File: src/rtl/timer_scheduler.sv
// Shared delay timer with round-robin arbitration among NREQ requesters.
// A requester's delay is latched at grant time. The owner gets a one-cycle done pulse on expiry.
//   state | meaning
//   IDLE  | no owner; arbitrate among pending requests from rr_ptr
//   COUNT | owner's job running; elapsed counts up to the latched delay
//   DONE  | one-cycle done pulse to the owner, then hand back to IDLE
module timer_scheduler #(
   parameter int NREQ  = 4,
   parameter int WIDTH = 32
) (
   input  logic                  clk,
   input  logic                  RST,
   input  logic [NREQ-1:0]       req,
   input  logic [NREQ*WIDTH-1:0] delay,
   output logic [NREQ-1:0]       grant,
   output logic [NREQ-1:0]       done,
   output logic                  busy,
   output logic [WIDTH-1:0]      elapsed
);

   localparam int PW = (NREQ > 1) ? $clog2(NREQ) : 1;

   typedef enum logic [1:0] {IDLE, COUNT, DONE} state_t;

   state_t            state, state_nxt;
   logic [PW-1:0]     rr_ptr, rr_ptr_nxt;
   logic [PW-1:0]     owner, owner_nxt, owner_inc;
   logic [WIDTH-1:0]  lat, lat_nxt;
   logic [WIDTH-1:0]  elapsed_nxt;
   logic [NREQ-1:0]   grant_nxt, done_nxt;
   logic              busy_nxt;
   logic              found;
   logic [PW-1:0]     sel;

   // First pending request at or above rr_ptr, wrapping modulo NREQ.
   always_comb begin
      found = 1'b0;
      sel   = '0;
      for (int i = 0; i < NREQ; i++) begin
         if (!found && req[(int'(rr_ptr) + i) % NREQ]) begin
            found = 1'b1;
            sel   = PW'((int'(rr_ptr) + i) % NREQ);
         end
      end
   end

   assign owner_inc = (int'(owner) == NREQ - 1) ? '0 : owner + 1'b1;

   always_comb begin
      state_nxt   = state;
      rr_ptr_nxt  = rr_ptr;
      owner_nxt   = owner;
      lat_nxt     = lat;
      elapsed_nxt = elapsed;
      grant_nxt   = grant;
      done_nxt    = '0;
      busy_nxt    = busy;
      case (state)
         IDLE: begin
            grant_nxt   = '0;
            busy_nxt    = 1'b0;
            elapsed_nxt = '0;
            if (found) begin
               state_nxt = COUNT;
               owner_nxt = sel;
               lat_nxt   = delay[int'(sel)*WIDTH +: WIDTH];
               grant_nxt = NREQ'(1) << sel;
               busy_nxt  = 1'b1;
            end
         end
         COUNT: begin
            // A cancel wins over expiry in the same cycle: no done once req drops.
            if (!req[owner]) begin
               state_nxt   = IDLE;
               grant_nxt   = '0;
               busy_nxt    = 1'b0;
               elapsed_nxt = '0;
               rr_ptr_nxt  = owner_inc;
            end else if (elapsed == lat) begin
               state_nxt = DONE;
               done_nxt  = grant;
            end else begin
               elapsed_nxt = elapsed + 1'b1;
            end
         end
         DONE: begin
            state_nxt   = IDLE;
            grant_nxt   = '0;
            busy_nxt    = 1'b0;
            elapsed_nxt = '0;
            rr_ptr_nxt  = owner_inc;
         end
         default: state_nxt = IDLE;
      endcase
   end

   always_ff @(posedge clk) begin
      if (RST) begin
         state   <= IDLE;
         rr_ptr  <= '0;
         owner   <= '0;
         lat     <= '0;
         elapsed <= '0;
         grant   <= '0;
         done    <= '0;
         busy    <= 1'b0;
      end else begin
         state   <= state_nxt;
         rr_ptr  <= rr_ptr_nxt;
         owner   <= owner_nxt;
         lat     <= lat_nxt;
         elapsed <= elapsed_nxt;
         grant   <= grant_nxt;
         done    <= done_nxt;
         busy    <= busy_nxt;
      end
   end

endmodule

File: config.mk
export PLATFORM = sky130hd
export DESIGN_NAME = timer_scheduler
export DESIGN_NICKNAME = d
export VERILOG_FILES = /design/src/rtl/timer_scheduler.sv
export SDC_FILE = /design/constraint.sdc
export NUM_CORES = 1
export LEC_CHECK = 0
export CORE_MARGIN = 4
export CORE_UTILIZATION = 38
export CTS_BUF_LIST = sky130_fd_sc_hd__clkbuf_16
export CTS_CLUSTER_DIAMETER = 150
export DETAILED_ROUTE_END_ITERATION = 10
export PLACE_DENSITY = 0.67
export RECOVER_POWER = 50
export SETUP_SLACK_MARGIN = 0.1
export SYNTH_ARGS = -nofsm -noshare
export SYNTH_HDL_FRONTEND = slang
export SYNTH_SLANG_ARGS = --single-unit
File: constraint.sdc
create_clock -name clk -period 5.4 [get_ports clk]
set_input_delay 1.08 -clock clk [delete_from_list [all_inputs] [get_ports clk]]
set_output_delay 1.08 -clock clk [all_outputs]
set_load 0.05 [all_outputs]
==> run_results.csv <==
group,metric,value,unit
status,status,"finished, final reports clean",
placement,portBuffers,174,
worst_hold_path,hold_end,"busy$_SDFFE_PP0P_",
detailed_routing,wirelength,16400,um
layout,register_area,1580,um^2
grt,grt_use_total,22.4,%
floorplan,die_area,14600,um^2
sta,setup_viol,0,
detailed_routing,vias,5168,
cts,post_cts_resized,0,
logic_synthesis,syn-instance-count,623,
critical_path,r2r-end,"elapsed[18]$_SDFFE_PP0P_",
critical_path,critPathArrivalTime,4.44,ns
critical_path,r2r_setup_slack,2.03,ns
cts,ctsLongestPathBuffers,2,
layout,nNetsFinal,906,
sta,worst_pin_slew,1.42,ns
cts,root_buffer,"clkbuf_16",
worst_hold_path,hold_depth,2,
grt,grt_first_pass_wirelength,25900,um
logic_synthesis,yosysWarningCount,0,
logic_synthesis,syn_nets,762,
critical_path,cpPeakStageDelay,0.65,ns
cts,ctsHoldBuffers,0,
critical_path,critPathLaunchType,"input pin",
detailed_routing,wl_met2,8400,um
grt,grt_pass1_vias,5157,
detailed_routing,met1_length,6550,um
critical_path,path_cells,"dlygate4sd3_1 -> mux4_2 -> nand2_1 -> o21ai_0 -> and2_1 -> or4_1 -> a21oi_1",
layout,fill_cells,1164,
power_and_ir_drop,power.leakage,2.40,nW
detailed_routing,wl_per_cell,17.4,um
critical_path,path_class,"input pin to register",
detailed_routing,routed.top_layer,"met4",
logic_synthesis,synthArstFlopShare,0,%
floorplan,die_y,121,um
logic_synthesis,syn-mean-instance-area,7.79,um^2
cts,htree_levels,3,
grt,antenna_found_initial,1,
floorplan,rows,41,
layout,area_growth,44.0,%
layout,multi_input_area,3070,um^2
logic_synthesis,synth_edf_count,0,
critical_path,slowest_stage,"and2_1",
detailed_routing,drt-pass1-iter-count,4,
detailed_routing,drt-initial-drc-count,371,
sta,maxSlewViolCount,0,
grt,grt_max_degree,69,
cts,worstSkewPairLatency,0.34,ns
logic_synthesis,netlist_area,4850,um^2
cts,cts_tree,"yes",
layout,diodes,0,
placement,placed_cell_area,6680,um^2
floorplan,dieWidth,121,um
flow_run,cap_violations,0,
critical_path,endpoint_kind,"register",
cts,post_cts_buffers,0,
grt,gr-total-overflow,0,
sta,relSlewSlack,4.02,%
placement,gp_congestion,0.866,
logic_synthesis,yosysSeqAreaShare,32.6,%
power_and_ir_drop,ir_worst_vdd,0.134,mV
critical_path,crit_path_max_fanout,26,
sta,hold_viol_final,0,
worst_hold_path,hold_start,"busy$_SDFFE_PP0P_",
sta,setup_tns,0,ns
sta,fmax,239,MHz
sta,min_period_over_period,77.4,%
cts,numCtsBuffers,9,
sta,grt_setup_unrepaired,"no",
layout,layout-drive-gt1-share,4.92,%
logic_synthesis,synth_ff_type,"dfxtp_1",
logic_synthesis,ys_types,55,
layout,finalInstanceArea,6990,um^2
detailed_routing,via_per_inst,5.47,
detailed_routing,wl_met3,1010,um
detailed_routing,drc,0,
floorplan,io_pins,175,
placement,dp_hpwl,12600,um
worst_hold_path,min_path_type,"register to register",
critical_path,r2r_cells,7,
sta,fin_crit,4.18,ns
critical_path,r2r-start,"state[0]$_SDFFE_PP0P_",
sta,fin_skew,0.00894,ns
floorplan,coreArea,12600,um^2
cts,cts_sinks,79,
floorplan,start_util,38.6,%
logic_synthesis,ys_ff_latch,79,
power_and_ir_drop,pwr_density_cell,260,nW/um^2
cts,path_clk_slew,0.06,ns
detailed_routing,drtAntennaViolNets,0,
power_and_ir_drop,total_power,1.81,mW
critical_path,worst_ep_required_time,5.66,ns
==> cell usage in the layout (no fill, tap or decap), types with 8 or more instances in the layout <==
cell type / Yosys / final
and2_1: 18 / 15
inv_1: 7 / 8
nand2_1: 113 / 114
or4_1: 9 / 9
clkdlybuf4s50_1: 0 / 131
dlygate4sd3_1: 0 / 42
a311o_1: 32 / 32
nand3_1: 18 / 18
xnor2_1: 36 / 36
dfxtp_1: 79 / 79
nor2_1: 29 / 29
or3_1: 8 / 8
o211ai_1: 9 / 9
a21oi_1: 57 / 57
and2_0: 21 / 24
o21ai_0: 12 / 13
nand4_1: 13 / 13
a211oi_1: 36 / 35
clkbuf_16: 0 / 9
==> critical path, delay by kind of cell <==
kind | cells | cell delay (ns)
compound gates | 2 | 0.68
buf+inv | 1 | 0.63
mux | 1 | 0.55
simple gates | 3 | 1.50
==> per-stage QoR <==
step           setup WS [ns]  cells  hold slack (ns)  utilization, %
6_report                1.22    944            0.460            55.6
3_5_place_dp            1.55    928            0.462            53.2
5_1_grt                0.963    944            0.493            55.6
2_1_floorplan           2.57    623            0.449               -
3_3_place_gp            1.62    928            0.448            53.2
4_1_cts                 1.89    944            0.469            55.6
==> flip-flops by register name, indices dropped and copies added (netlist names) <==
signal / count
state: 2
lat: 32
rr_ptr: 2
owner: 2
busy: 1
done: 4
grant: 4
elapsed: 32
==> worst max path at each step <==
stage	slack, ns	cells after the start	to	start
final	1.22	7	elapsed[10]$_SDFFE_PP0P_	req[3]
after global routing	0.96	8	elapsed[23]$_SDFFE_PP0P_	req[3]
after CTS	1.89	8	elapsed[23]$_SDFFE_PP0P_	req[3]
after detailed placement	1.55	8	elapsed[23]$_SDFFE_PP0P_	req[3]
after global placement	1.62	8	elapsed[23]$_SDFFE_PP0P_	req[3]
after floorplan	2.57	8	elapsed[17]$_SDFFE_PP0P_	req[3]
==> power by group <==
group	leakage [nW]	switching (mW)	internal [mW]	total, mW
Combinational	1.61	0.267	0.239	0.506
Sequential	0.645	0.0388	0.629	0.668
Clock	0.154	0.240	0.401	0.642
==> logic make-up after synthesis <==
group | share of synthesized area, %
xor gates and xnor gates | 7.40
and+or+nand+nor | 28.0
muxes | 0.670
DFF | 32.6
AOI/OAI and AO/OA | 25.4
buffers and inverters | 4.64
adders and majority gates | 1.29
==> Yosys cell counts (all sizes together) (2+ instances only) <==
library cell  number  area share [%]
nor3               6            0.85
o31ai              6            0.93
or3b               2            0.36
nor2b              2            0.26
ha                 5             1.3
o21a               2            0.31
xnor2             36             6.5
xor2               5            0.90
dfxtp             79              33
or4                9             1.4
o211ai             9             1.4
nor4               5             1.3
clkbuf            32             2.5
o21ai             13             1.4
nor2              30             2.4
nand3             18             1.9
a22oi              4            0.62
inv                7            0.54
nand3b             6            0.93
a211oi            37             5.8
nand2b             4            0.52
buf               15             1.6
a21oi             57             5.9
nand4             13             1.7
or2                4            0.52
o22ai              2            0.26
o31a               2            0.36
a21o               3            0.46
and2              39             5.0
nand2            115             9.0
and3               5            0.64
a311o             32             6.6
or3                8             1.0
==> per-layer routing <==
layer  GRT usage (%)  up-vias
met5               0        -
met4            7.65        0
met3            5.45       32
met2            40.1      178
met1            25.9     2411
li1                -     2547
==> area by class of cell <==
cell class	instances	area share, %
Clock inverter	7	1.27
Multi-Input combinational cell	490	43.9
Timing Repair Buffer	180	25.5
Inverter	7	0.376
Tap cell	172	3.08
Clock buffer	9	3.22
Sequential cell	79	22.6
Note: power is estimated with default switching activity, not from simulation.
